===== config.mk =====
export PLATFORM = sky130hd
export DESIGN_NAME = output_image_dma_flat
export DESIGN_NICKNAME = d
export VERILOG_FILES = /design/src/rtl/output_image_dma_if.sv /design/src/rtl/output_image_dma.sv /design/src/flat_wrapper.sv
export SDC_FILE = /design/constraint.sdc
export NUM_CORES = 1
export LEC_CHECK = 0
export ABC_AREA = 1
export BUFFER_PORTS_ARGS = -buffer_cell sky130_fd_sc_hd__buf_2
export CAP_MARGIN = 40
export CELL_PAD_IN_SITES_DETAIL_PLACEMENT = 1
export CELL_PAD_IN_SITES_GLOBAL_PLACEMENT = 1
export CORE_MARGIN = 4
export CORE_UTILIZATION = 35
export DETAILED_ROUTE_END_ITERATION = 8
export GPL_TIMING_DRIVEN = 0
export PLACE_DENSITY_LB_ADDON = 0.1
export SLEW_MARGIN = 40
export SYNTH_ARGS = -nofsm -noshare
export SYNTH_HDL_FRONTEND = slang
export SYNTH_SLANG_ARGS = --single-unit

===== constraint.sdc =====
create_clock -name clk -period 2.75 [get_ports clk]
set_clock_uncertainty 0.15 [all_clocks]
set_input_delay 0.4125 -clock clk [delete_from_list [all_inputs] [get_ports clk]]
set_output_delay 0.4125 -clock clk [all_outputs]
set_load 0.02 [all_outputs]

===== src/rtl/output_image_dma_if.sv =====
// Output-scan DMA bus: scan control from the sequencer, image-memory read
// port, and the committed output word.
//   start/abort : scan request / cancel (sequencer -> DMA)
//   mem_a/mem_re: image memory read address / strobe (DMA -> memory)
//   mem_dq      : image memory read data (memory -> DMA)
//   out         : committed output word (DMA -> pins)
//   busy/done   : scan in progress / one-cycle commit pulse (DMA -> sequencer)
interface output_image_dma_if #(
   parameter int unsigned N_BITS = 16,
   parameter int unsigned ADDR_W = 5
);
   logic              start;
   logic              abort;
   logic [ADDR_W-1:0] mem_a;
   logic              mem_re;
   logic              mem_dq;
   logic [N_BITS-1:0] out;
   logic              busy;
   logic              done;

   // Sequencer plus image memory side.
   modport master (
      output start, abort, mem_dq,
      input  mem_a, mem_re, out, busy, done
   );

   // DMA channel side.
   modport slave (
      input  start, abort, mem_dq,
      output mem_a, mem_re, out, busy, done
   );
endinterface


===== src/rtl/output_image_dma.sv =====
// Output-scan DMA channel: reads N_BITS bits of the image memory starting at
// OUT_BASE, one per cycle, into a shadow register, then copies the shadow to
// the output word in a single edge so the pins never show a partial scan.
//   clk   : rising-edge clock
//   clr   : asynchronous active-low reset, forces all outputs off
//   bus   : output_image_dma_if.slave (start/abort in, memory read port,
//           out/busy/done out); all outputs are registered
module output_image_dma #(
   parameter int unsigned N_BITS   = 16,
   parameter int unsigned ADDR_W   = 5,
   parameter int unsigned OUT_BASE = 16,
   parameter int unsigned RD_LAT   = 1
) (
   input logic                clk,
   input logic                clr,
   output_image_dma_if.slave  bus
);

   localparam int unsigned IDX_W = (N_BITS > 1) ? $clog2(N_BITS) : 1;
   localparam int unsigned CNT_W = $clog2(N_BITS + 1);

   typedef enum logic [1:0] {
      IDLE   = 2'd0,
      READ   = 2'd1,
      DRAIN  = 2'd2,
      COMMIT = 2'd3
   } state_t;

   state_t             state, state_d;
   logic [CNT_W-1:0]   cnt, cnt_d;
   logic [ADDR_W-1:0]  mem_a, mem_a_d;
   logic               mem_re, mem_re_d;
   logic [N_BITS-1:0]  out_q, out_d;
   logic [N_BITS-1:0]  shadow, shadow_d;
   logic               done, done_d;
   logic               busy, busy_d;

   // Read-tag pipeline: one stage per cycle of memory latency.
   logic [RD_LAT-1:0]            vld_pipe;
   logic [RD_LAT-1:0][IDX_W-1:0] idx_pipe;

   logic              flush_c;
   logic              cap_c;
   logic              last_cap_c;
   logic [IDX_W-1:0]  cap_idx_c;
   logic [IDX_W-1:0]  issue_idx_c;

   // COMMIT is excluded: the commit edge is already decided and completes.
   assign flush_c     = bus.abort && ((state == READ) || (state == DRAIN));
   assign cap_idx_c   = idx_pipe[RD_LAT-1];
   assign cap_c       = vld_pipe[RD_LAT-1] && !flush_c;
   assign last_cap_c  = cap_c && (cap_idx_c == IDX_W'(N_BITS - 1));
   assign issue_idx_c = IDX_W'(mem_a - ADDR_W'(OUT_BASE));

   // Next-state and registered-output logic.
   always_comb begin
      state_d  = state;
      cnt_d    = cnt;
      mem_a_d  = mem_a;
      mem_re_d = 1'b0;
      out_d    = out_q;
      shadow_d = shadow;
      done_d   = 1'b0;

      if (cap_c) begin
         shadow_d[cap_idx_c] = bus.mem_dq;
      end

      unique case (state)
         IDLE: begin
            if (bus.start && !bus.abort) begin
               state_d  = READ;
               mem_re_d = 1'b1;
               mem_a_d  = ADDR_W'(OUT_BASE);
               cnt_d    = CNT_W'(1);
            end
         end
         READ: begin
            if (bus.abort) begin
               state_d = IDLE;
            end else if (cnt == CNT_W'(N_BITS)) begin
               state_d = DRAIN;
            end else begin
               mem_re_d = 1'b1;
               mem_a_d  = mem_a + ADDR_W'(1);
               cnt_d    = cnt + CNT_W'(1);
            end
         end
         DRAIN: begin
            if (bus.abort) begin
               state_d = IDLE;
            end else if (last_cap_c) begin
               state_d = COMMIT;
            end
         end
         COMMIT: begin
            state_d = IDLE;
            out_d   = shadow;
            done_d  = 1'b1;
         end
         default: state_d = IDLE;
      endcase

      busy_d = (state_d != IDLE);
   end

   // State and output registers.
   always_ff @(posedge clk or negedge clr) begin
      if (!clr) begin
         state  <= IDLE;
         cnt    <= '0;
         mem_a  <= '0;
         mem_re <= 1'b0;
         out_q  <= '0;
         shadow <= '0;
         done   <= 1'b0;
         busy   <= 1'b0;
      end else begin
         state  <= state_d;
         cnt    <= cnt_d;
         mem_a  <= mem_a_d;
         mem_re <= mem_re_d;
         out_q  <= out_d;
         shadow <= shadow_d;
         done   <= done_d;
         busy   <= busy_d;
      end
   end

   // Tag pipeline: follows the issued strobe by RD_LAT edges; abort empties it.
   always_ff @(posedge clk or negedge clr) begin
      if (!clr) begin
         vld_pipe <= '0;
         idx_pipe <= '0;
      end else if (flush_c) begin
         vld_pipe <= '0;
      end else begin
         vld_pipe[0] <= mem_re;
         idx_pipe[0] <= issue_idx_c;
         for (int unsigned i = 1; i < RD_LAT; i++) begin
            vld_pipe[i] <= vld_pipe[i-1];
            idx_pipe[i] <= idx_pipe[i-1];
         end
      end
   end

   assign bus.mem_a  = mem_a;
   assign bus.mem_re = mem_re;
   assign bus.out    = out_q;
   assign bus.busy   = busy;
   assign bus.done   = done;

endmodule

===== src/flat_wrapper.sv =====
// flat-port wrapper written by rule: the top's interface ports become plain ports
module output_image_dma_flat 
#(
   parameter int unsigned N_BITS   = 16,
   parameter int unsigned ADDR_W   = 5,
   parameter int unsigned OUT_BASE = 16,
   parameter int unsigned RD_LAT   = 1
)
  (clk, clr, bus_start, bus_abort, bus_mem_dq, bus_mem_a, bus_mem_re, bus_out, bus_busy, bus_done);
  output_image_dma_if #(.N_BITS(N_BITS), .ADDR_W(ADDR_W)) bus_i ();
  input logic clk;
  input logic clr;
  input wire logic [$bits(bus_i.start)-1:0] bus_start;
  input wire logic [$bits(bus_i.abort)-1:0] bus_abort;
  input wire logic [$bits(bus_i.mem_dq)-1:0] bus_mem_dq;
  output wire logic [$bits(bus_i.mem_a)-1:0] bus_mem_a;
  output wire logic [$bits(bus_i.mem_re)-1:0] bus_mem_re;
  output wire logic [$bits(bus_i.out)-1:0] bus_out;
  output wire logic [$bits(bus_i.busy)-1:0] bus_busy;
  output wire logic [$bits(bus_i.done)-1:0] bus_done;
  assign bus_i.start = bus_start;
  assign bus_i.abort = bus_abort;
  assign bus_i.mem_dq = bus_mem_dq;
  assign bus_mem_a = bus_i.mem_a;
  assign bus_mem_re = bus_i.mem_re;
  assign bus_out = bus_i.out;
  assign bus_busy = bus_i.busy;
  assign bus_done = bus_i.done;
  output_image_dma #(.N_BITS(N_BITS), .ADDR_W(ADDR_W), .OUT_BASE(OUT_BASE), .RD_LAT(RD_LAT)) u_core (.clk(clk), .clr(clr), .bus(bus_i));
endmodule

-- Word level (Yosys, flattened, before mapping)
Index checks and enable logic that the tools add are counted.
- flip-flop bits (word level): 52
- word-level logic and storage cells: 58
- add/sub/neg operators: 3
- order comparisons: 2
- equal/unequal tests: 8
- multiplexer cells: 23
- reductions and logical operators: 12
- operator list (cell ; count):
    5-bit two-way mux ; 6
    5-bit one-hot mux with 2 select lines ; 2
    16-bit bitwise mux ; 1
    5-bit by 1-bit adder with 5-bit output (second input constant) ; 2
    2-bit two-way mux ; 5
    2-bit one-hot mux with 4 select lines ; 1
    1-bit two-way mux ; 6
    5-bit == test (second input constant) ; 1
    1-bit logical AND ; 5
    4-bit by 5-bit < comparator with 1-bit output (second input constant) ; 1
    1-bit demux with 4-bit select ; 1
    2-bit == test (second input constant) ; 2
    4-bit == test (second input constant) ; 1
    4-bit by 1-bit greater-or-equal comparator with 1-bit output (second input constant) ; 1
    2-bit inequality test (second input constant) ; 2
    4-bit AND reduction ; 1
    2-bit nonzero test ; 2
    4-bit by 1-bit subtractor with 4-bit output (second input constant) ; 1
    2-bit by 1-bit == test with 1-bit output (second input constant) ; 1
    1-bit zero test ; 2
    2-bit zero test ; 1
    2-bit by 1-bit inequality test with 1-bit output (second input constant) ; 1
    1-bit one-hot mux with 2 select lines ; 1
    1-bit logical OR ; 1

-- Depth between registers and ports, before layout
Gate-level depths: netlist (run 1).
- depth in word-level cells: 10
- mapped depth: 10
- gate-level depth less buffers: 10

-- Least setup slack after synthesis (run 1)
Ideal clock, no wire load.
- kind: register to register
- from: register u_core.state[0]
- to: register u_core.shadow[4]
- library setup time: 0.082 ns
- arrival time: 1.380 ns
- data required time: 2.518 ns
- slack: 1.138 ns
- cell stages (with the launch flop): 8
- path buffers: 0
- path through: dfrtp_1 inv_1 ha_1 nand2_2 nand2_4 nor2_4 a21oi_1 a31oi_1
- word-level cells in the longest chain between the ends: 5
- elaborated cells between the ends (all ways): 6
- those cells by class: eq/ne: 2; reduce/logical: 4
- ends and longest elaborated chain (what ; RTL line ; RTL):
    start: declaration ; output_image_dma.sv:29 ; state_t state, state_d;
    start signal: assignment ; output_image_dma.sv:119 ; state <= state_d;
    2-bit by 1-bit == test with 1-bit output or 2-bit == test (tied branches) ; output_image_dma.sv:49 ; assign flush_c = bus.abort && ((state == READ) || (state == DRAIN));
    1-bit logical OR (*) ; output_image_dma.sv:49 ;
    1-bit logical AND (*) ; output_image_dma.sv:49 ;
    1-bit zero test (*) ; output_image_dma.sv:51 ; assign cap_c = vld_pipe[RD_LAT-1] && !flush_c;
    1-bit logical AND (*) ; output_image_dma.sv:51 ;
    end signal: assignment ; output_image_dma.sv:124 ; shadow <= shadow_d;
    end: declaration ; output_image_dma.sv:34 ; logic [N_BITS-1:0] shadow, shadow_d;
Mark *: on every way between the ends. The rest lies on a longest branch, timed or not.
A chain may end at the register's enable or synchronous reset.

-- Worst setup path after layout (run 1)
- from: register u_core.state[1]
- to: register u_core.mem_a[3] (netlist: u_core.bus.mem_a[3])
- word-level cells in the longest chain between the ends: 3
- elaborated cells between the ends (all ways): 8
- those cells by class: eq/ne: 4; mux: 1; reduce/logical: 3
- ends and longest elaborated chain (what ; RTL line ; RTL):
    2-bit by 1-bit == test with 1-bit output or 2-bit zero test (tied branches) ; output_image_dma.sv:69 ; unique case (state)
    2-bit inequality test (no line), or another cell as far along ; -- ;
    4-bit AND reduction (no line) ; -- ;
    end signal: assignment ; output_image_dma.sv:121 ; mem_a <= mem_a_d;
    end: declaration ; output_image_dma.sv:31 ; logic [ADDR_W-1:0] mem_a, mem_a_d;
Parallel ways exist; a longest one is shown, timed or not.

==> impl_metrics.toml, run 1 <==
[die]
num_rows = 29
coreArea_mm2 = 0.00642
die_w_um = 89.9
die_y_um = 89.9
start_util = 0.365
fp.dieArea_mm2 = 0.00808
num_io_pins = 29

[synth]
ys_warn_count = 0
yosysUniqueCellTypes = 29
synthesis.area_mm2 = 0.00235
syn_nets = 238
ys_seq_area_frac = 0.555
avgSynthCellArea_um2 = 10.4
ys.flop_type = "dfrtp_1"
synth-edff-count = 0
async_flop_share = 1.00
postSynthCellCount = 226
synth_seq_cells = 52

[power]
power.leakage_uw = 0.00140
power_density_mw_per_mm2 = 830
vdd.ir_drop.worst_mv = 0.403

[cells_and_area]
synthToLayoutAreaGrowth_pct = 14.8
drive_gt1_frac = 0.282
antenna_cells = 0
nets = 273
final_cell_count_no_fill = 339
post-route-util = 0.419

[route]
drc = 0
firstDrtPassIters = 4
route.final.wire_length_um = 4850
routed_via_density = 4.95
wl_per_cell_um = 14.3
drtIter0Drc = 72
vias = 1679
ant_nets = 0

[clocking]
cts_sinks = 52
clk_path_buf_depth = 2
cts_tree = "built"
post-cts-setup-buffers = 0
htreeDepth = 2
cts_root_buf = "clkbuf_8"
numCtsBuffers = 5
clk-insertion-delay-late_ns = 0.30
ctsHoldBuffers = 0
clkTransAtPathRegs_ns = 0.09
postCtsResizedCells = 0

[global_routing]
grtUsageTotal = 0.135
grt_overflow = 0
grt_pass1_vias = 1789
grt_max_degree = 53
antenna_found_initial = 0
grt_pass1_wl_um = 8970

[worst_setup_path]
end_kind = "flop"
path_cells = "inv_1 > ha_1 > nor2_1 > a21oi_1 > nand3_2 > buf_6 > nand2_1 > o21ai_0"
start_kind = "flop"
cp.arrival_ns = 1.93
worst-setup-path-type = "reg2reg"
slowest_delay_ns = 0.44
required_ns = 2.78
worstPathMaxFanout = 10
cpMaxStageDelayCell = "dfrtp_1"

[timing]
whs_ns = -0.0162
rsz0062_at_grt = "no"
finalHoldViolCount = 40
setup_viol = 0
finalCriticalPeriod_ns = 1.90
tightest_slew_ns = 0.654
drv_slew = 0
max_freq_mhz = 526
fin_crit_sh = 0.692
timing.slew.headroom = 0.564
setup_tns_ns = 0

[min_path]
min_path_type = "in2async"

[placed_design]
dp.final_hpwl_um = 3460
numPortBuffers = 28
dp_cells = 331
place_congestion = 0.779

[run_status]
violations = "hold timing"
status = "complete, but fails checks"

[flow_run]
drv_cap = 0
-- flip-flops by register name, summed over array words and instances (netlist names) --
register	count
u_core.bus.busy	1
u_core.bus.done	1
u_core.bus.mem_a	5
u_core.bus.mem_re	1
u_core.bus.out	16
u_core.cap_idx_c	4
u_core.cnt	5
u_core.shadow	16
u_core.state	2
u_core.vld_pipe	1
-- cell usage after synthesis, types with 3 or more instances --
| cell type | instances | share of area |
|---|---|---|
| a21oi_1 | 18 | 0.038 |
| a31oi_1 | 15 | 0.040 |
| buf_2 | 3 | 0.0064 |
| dfrtp_1 | 52 | 0.55 |
| ha_1 | 7 | 0.037 |
| inv_1 | 19 | 0.030 |
| mux2_2 | 16 | 0.077 |
| nand2_1 | 40 | 0.064 |
| nand2_2 | 3 | 0.0080 |
| nand3_1 | 10 | 0.021 |
| nand4_1 | 3 | 0.0080 |
| nor2_1 | 8 | 0.013 |
| nor2_4 | 4 | 0.019 |
| o21ai_0 | 8 | 0.017 |
| o21ai_2 | 4 | 0.015 |
| or2_2 | 3 | 0.0080 |
-- critical path, delay by kind of cell (launching register included) --
kind	cells	cell delay, ns
AOI/OAI and AO/OA	2	0.22
adders and majority gates	1	0.26
buffers and inverters	2	0.38
DFF	1	0.44
and+or+nand+nor	3	0.34
-- cell usage in the layout, fill, tap and decap left out, types with 5 or more instances in the layout --
cell type / netlist / routed
dfrtp_1: 52 / 52
nand2_1: 40 / 40
buf_2: 3 / 30
inv_1: 19 / 19
a21oi_1: 18 / 18
mux2_2: 16 / 16
a31oi_1: 15 / 15
nand3_1: 10 / 10
nor2_1: 8 / 8
o21ai_0: 8 / 8
ha_1: 7 / 7
clkbuf_8: 0 / 5
-- path summary, 6_finish.rpt --
| check | from | end | slack, ns | cells after the start |
|---|---|---|---|---|
| worst min register to register | u_core.shadow[15] | u_core.shadow[15] | 0.36 | 2 |
| worst max register to register | u_core.state[1] | u_core.bus.mem_a[3] | 0.85 | 8 |
| max in group asynchronous | clr | u_core.cnt[3] | 2.03 | 1 |
| min in group clk | bus_start | u_core.bus.mem_re | 0.25 | 3 |
| worst min-delay path | clr | u_core.bus.out[7] | -0.02 | 1 |
| worst max-delay path | u_core.state[1] | u_core.bus.mem_a[3] | 0.85 | 8 |
-- final cells by class --
cell class | instances | area (um2)
well taps | 77 | 96.3
flip-flops and latches | 52 | 1300
multi-input cells | 149 | 940
clock inverters | 2 | 35.0
plain buffers | 5 | 30.0
fillers | 754 | 3730
clock buffers | 6 | 72.6
repair buffers | 28 | 143
inverters | 20 | 75.1
-- routing by layer --
layer,global-route usage,up-vias,routed length (um)
met5,0,-,0
met4,0.0497,0,57
met3,0.0301,5,139
met2,0.197,28,2070
met1,0.196,808,2580
li1,-,838,-
-- cell families (layout without fill, tap and decap cells) --
logic type,Yosys count,after routing,share of synthesized area
mux,16,16,0.0768
flops,52,52,0.555
xor+xnor,2,2,0.00747
simple gates,74,74,0.153
buf+inv,25,61,0.0448
fa+ha+maj,7,7,0.0373
compound gates,50,50,0.126
-- where the power goes --
| part | leakage (uW) | internal, uW | switching [uW] |
|---|---|---|---|
| Sequential | 0.000701 | 895 | 122 |
| Combinational | 0.000640 | 234 | 462 |
| Clock | 0.0000552 | 271 | 252 |
| Total | 0.00140 | 1400 | 836 |
-- stage by stage --
stage	instance area (um2)	setup WS (ns)	total power, uW
floorplan	2350	1.14	1520
global placement	2580	0.876	1730
detailed placement	2580	0.860	1740
finish	2690	0.847	2240
CTS	2690	0.837	2280
global route	2690	0.661	2430
No activity file was read; power rests on OpenSTA's default activity.
==> run 2, diff against run 1 <==
==> constraint.sdc (replaced) <==
create_clock -name clk -period 1.7 [get_ports clk]
set_clock_uncertainty 0.15 [all_clocks]
set_input_delay 0.255 -clock clk [delete_from_list [all_inputs] [get_ports clk]]
set_output_delay 0.255 -clock clk [all_outputs]
set_load 0.02 [all_outputs]
==> run 2 against run 1 <==
Compared with the run above:
- the flow now finishes without violations
- cell area increased by 9.6%
- global-route usage grew 0.39 points
- worst hold slack better by 0.096 ns
- die area unchanged
- highest routed layer unchanged
==> impl_metrics.toml, run 2 (synthesis gave the netlist of run 1 again) <==
[run_status]
status = "completed"

[timing]
setup_viol = 0
fin_crit_sh = 0.980
timing.slew.headroom = 0.556
finalHoldViolCount = 0
max_freq_mhz = 600
drv_slew = 0
fin_ws_ns = 0.0334
tightest_slew_ns = 0.666
finalCriticalPeriod_ns = 1.67
rsz0062_at_grt = "yes"

[cells_and_area]
antenna_cells = 0
synthToLayoutAreaGrowth_pct = 25.8
nets = 288
drive_gt1_frac = 0.397
final_common_cell = "dfrtp_1"
postLayoutCellArea_mm2 = 0.00295
final_cell_count_no_fill = 354
final_cell_mix = "dfrtp_1, nand2_1, buf_2"

[route]
firstDrtPassIters = 4
route.final.wire_length_um = 5140
drtIter0Drc = 58
wl_per_cell_um = 14.5
ant_nets = 0
vias = 1772
routed_via_density = 5.01
drc = 0

[die]
die_y_um = 89.9
num_io_pins = 29
start_util = 0.365
coreArea_mm2 = 0.00642
num_rows = 29
fp.dieArea_mm2 = 0.00808
die_w_um = 89.9

[placed_design]
dp_cells = 331
place_ws_ns = -0.190
place_congestion = 0.779
numPortBuffers = 28
placed_cell_area_mm2 = 0.00258
dp.final_hpwl_um = 3460

[power]
power.leakage_uw = 0.00149
intPower_uw = 2490
seq_power_share = 0.409
vdd.ir_drop.worst_mv = 0.717
combPwrFrac = 0.377
swShare = 0.377
power_density_mw_per_mm2 = 1360
power_uw = 4000
clkPwrFrac = 0.213
switchingPower_uw = 1510

[global_routing]
grt_pass1_vias = 1824
grt_pass1_wl_um = 9180
antenna_found_initial = 0
grtUsageTotal = 0.139
grt_overflow = 0
grt_max_degree = 53

[worst_setup_path]
r2r_cells = 6
required_ns = 1.76
ff2ff_setup_slack_ns = 0.03
worst-setup-path-type = "reg2reg"
timing.rr.start = "u_core.state[0]"
end_kind = "flop"
start_kind = "flop"
rr_endpoint = "u_core.bus.mem_a[4]"
cp.arrival_ns = 1.72
worstPathMaxFanout = 5

[clocking]
cts_root_buf = "clkbuf_8"
clk_path_buf_depth = 2
cts_sinks = 52
clkTransAtPathRegs_ns = 0.09
clk-insertion-delay-late_ns = 0.31
numCtsBuffers = 5
htreeDepth = 2
cts_tree = "built"

[flow_run]
drv_cap = 0

[min_path]
min_path_type = "in2reg"
holdCritStartpoint = "bus_start"
min_path_cells = 3
hold_path_end = "u_core.bus.mem_re"
==> run 2: area by class of cell <==
type | instances | area, um2
Clock inverter | 2 | 35.0
Inverter | 20 | 75.1
Fill cell | 736 | 3470
Buffer | 4 | 30.0
Multi-Input combinational cell | 149 | 1060
Sequential cell | 52 | 1300
Timing Repair Buffer | 44 | 277
Clock buffer | 6 | 72.6
Tap cell | 77 | 96.3
==> run 2: timing repair <==
item                                    4_1_cts  5_1_grt
gates cloned                                  0        0
endpoints found under the setup margin       36       43
gates resized for setup                       7       24
hold endpoints to repair                     52        0
setup buffers                                 6        9
hold buffers                                  1        0
pin swaps                                     2        7
==> run 2: power by group through the flow <==
stage               clock network [uW]  logic (uW)  registers (uW)
floorplan                            0         762            1700
global placement                     0        1120            1670
detailed placement                   0        1150            1670
CTS                                887        1320            1650
global route                       939        1690            1680
finish                             853        1510            1640
==> run 2: worst max path at each step <==
| stage | start | endpoint | slack (ns) | cells after the start |
|---|---|---|---|---|
| after global placement | u_core.state[1] | u_core.bus.mem_a[3] | -0.17 | 8 |
| final | u_core.state[0] | u_core.bus.mem_a[4] | 0.03 | 6 |
| after CTS | u_core.state[1] | u_core.shadow[5] | 0.006 | 7 |
| after global routing | u_core.state[1] | u_core.shadow[7] | -0.05 | 7 |
| after detailed placement | u_core.state[1] | u_core.bus.mem_a[3] | -0.19 | 8 |
| after floorplan | u_core.state[0] | u_core.shadow[5] | 0.09 | 7 |
==> run 2: layer usage <==
layer / vias to the layer above / track usage / wire (um)
met5: - / 0 / 0
met4: 0 / 0.0497 / 91
met3: 8 / 0.0301 / 189
met2: 35 / 0.202 / 2300
met1: 857 / 0.202 / 2560
li1: 872 / - / -
==> run 2: critical path: stages, from the launching register on <==
cell,delay (ns)
dfrtp_1,0.42
buf_4,0.16
ha_4,0.17
a21oi_2,0.14
nand3_2,0.14
buf_4,0.18
a21o_2,0.20
==> run 2: through the flow <==
| stage | utilization | hold slack, ns | TNS, ns |
|---|---|---|---|
| 6_report | 0.459 | 0.0795 | 0 |
| 3_5_place_dp | 0.402 | 0.195 | -3.50 |
| 5_1_grt | 0.459 | 0.0965 | -0.420 |
| 2_1_floorplan | - | -0.191 | 0 |
| 4_1_cts | 0.433 | 0.0764 | 0 |
| 3_3_place_gp | 0.402 | 0.319 | -2.73 |
==> run 3, diff against run 2 <==
--- a/config.mk
+++ b/config.mk
@@ -15,6 +15,7 @@
 export DETAILED_ROUTE_END_ITERATION = 8
 export GPL_TIMING_DRIVEN = 0
 export PLACE_DENSITY_LB_ADDON = 0.1
+export RECOVER_POWER = 100
 export SLEW_MARGIN = 40
 export SYNTH_ARGS = -nofsm -noshare
 export SYNTH_HDL_FRONTEND = slang
==> run 3 against run 2 <==
Compared with the run above:
- utilization fell by 0.23 points
- first-iteration DRC count did not move
- total power down 0.16%
- register-to-register slack about the same
- sequential power hardly changed
- sequential share of layout area up 0.23 points
- clock-buffer cell count is the same
- clock power is essentially flat
- fmax about the same
- highest routed layer unchanged
==> impl_metrics.toml, run 3 (synthesis gave the netlist of run 1 again) <==
[placed_design]
dp_cells = 331
dp.final_hpwl_um = 3460
place_congestion = 0.779
placed_cell_area_mm2 = 0.00258
numPortBuffers = 28

[min_path]
holdCritStartpoint = "bus_start"
min_path_type = "in2reg"

[cells_and_area]
post-route-util = 0.457
final_common_cell = "dfrtp_1"
antenna_cells = 0
nets = 288
synthToLayoutAreaGrowth_pct = 25.1
drive_gt1_frac = 0.354
final_cell_count_no_fill = 354
final_cell_mix = "dfrtp_1, nand2_1, inv_1"
postLayoutCellArea_mm2 = 0.00294

[global_routing]
grt_pass1_vias = 1824
grt_pass1_wl_um = 9180
grt_max_degree = 53
grtUsageTotal = 0.139
antenna_found_initial = 0
grt_overflow = 0
met3_usage = 0.0301
grt_busiest_layer = "met1"
grt_use_met2 = 0.202
use_met1 = 0.202

[power]
swShare = 0.378
clkPwrFrac = 0.214
combPwrFrac = 0.376
intPower_uw = 2490
vdd.ir_drop.worst_mv = 0.717
power.leakage_uw = 0.00144
switchingPower_uw = 1510
power_density_mw_per_mm2 = 1360
seq_power_share = 0.410

[timing]
rsz0062_at_grt = "yes"
setup_tns_ns = 0
timing.slew.headroom = 0.520
finalHoldViolCount = 0
tightest_slew_ns = 0.720
fin_crit_sh = 0.980
setup_viol = 0
finalCriticalPeriod_ns = 1.67
max_freq_mhz = 600
drv_slew = 0

[die]
fp.dieArea_mm2 = 0.00808
die_w_um = 89.9
num_rows = 29
start_util = 0.365
die_y_um = 89.9
coreArea_mm2 = 0.00642
num_io_pins = 29

[run_status]
status = "completed"

[clocking]
cts_sinks = 52
numCtsBuffers = 5
clk_path_buf_depth = 2
clkTransAtPathRegs_ns = 0.09
htreeDepth = 2
cts_root_buf = "clkbuf_8"
cts_tree = "built"
clk-insertion-delay-late_ns = 0.31

[route]
drtIter0Drc = 58
wl_per_cell_um = 14.5
vias = 1771
drc = 0
firstDrtPassIters = 4
route.final.wire_length_um = 5140
ant_nets = 0
routed_via_density = 5.00

[worst_setup_path]
slowest_delay_ns = 0.42
worst-setup-path-type = "reg2reg"
end_kind = "flop"
timing.rr.start = "u_core.state[0]"
required_ns = 1.76
cpMaxStageDelayCell = "dfrtp_1"
cpMostUsedCell = "buf_4"
setup.worst_path.start = "u_core.state[0]"
cp.arrival_ns = 1.72
start_kind = "flop"
path_cells = "buf_4 > ha_4 > a21oi_2 > nand3_2 > buf_4 > a21o_2"
worstPathMaxFanout = 5

[flow_run]
drv_cap = 0
-- run 3: cell types whose count changed in the layout (fill, tap and decap cells not counted), sizes merged --
cell | before | now
clkbuf | 9 | 23
buf | 44 | 30
-- run 3: power groups by stage --
stage / clock [uW] / sequential (uW) / combinational, uW
4_1_cts: 887 / 1650 / 1320
3_3_place_gp: 0 / 1670 / 1120
2_1_floorplan: 0 / 1700 / 762
6_report: 853 / 1640 / 1500
5_1_grt: 939 / 1690 / 1680
3_5_place_dp: 0 / 1670 / 1150
-- run 3: stage by stage --
stage	total power, uW	hold WS, ns	setup WS, ns
3_3_place_gp	2790	0.319	-0.174
3_5_place_dp	2820	0.195	-0.190
6_report	4000	0.0793	0.0338
2_1_floorplan	2460	-0.191	0.0879
4_1_cts	3850	0.0764	0.00591
5_1_grt	4310	0.0965	-0.0502
-- run 3: layout make-up --
type	instances	area (um2)
buffer	4	30.0
clock buffer	6	72.6
clock inverter	2	35.0
fill	738	3490
inverter	20	75.1
multi-input combinational	149	1060
sequential	52	1300
tap	77	96.3
timing repair buffer	44	262
-- run 3: worst max-delay path: cells and delay by family (launching register included) --
kind                     cells  cell delay (ns)
flip-flops                   1             0.42
AO/OA/AOI/OAI                2             0.34
buffers and inverters        2             0.34
adder cells (fa/ha/maj)      1             0.17
AND/OR/NAND/NOR              1             0.14
-- run 3: routing by layer --
metal | up-vias | share of wire
li1 | 872 | -
met1 | 856 | 0.50
met2 | 35 | 0.45
met3 | 8 | 0.040
met4 | 0 | 0.018
met5 | - | 0
-- run 3: repair_timing --
item | 4_1_cts | 5_1_grt
pin swaps | 2 | 7
gates resized for setup | 7 | 24
hold buffers | 1 | 0
buffers inserted | 6 | 9
hold endpoints to repair | 52 | 0
setup endpoints to repair | 36 | 43
-- run 3: path summary, 6_finish.rpt --
kind / to / slack [ns] / cells after the start
hold reg to reg: u_core.shadow[15] / 0.36 / 2
hold / removal: u_core.bus.mem_re / 0.08 / 3
max in group asynchronous: u_core.cnt[0] / 0.47 / 2
setup reg to reg: u_core.bus.mem_a[4] / 0.03 / 6
setup / recovery: u_core.bus.mem_a[4] / 0.03 / 6
min in group asynchronous: u_core.shadow[5] / 0.41 / 2
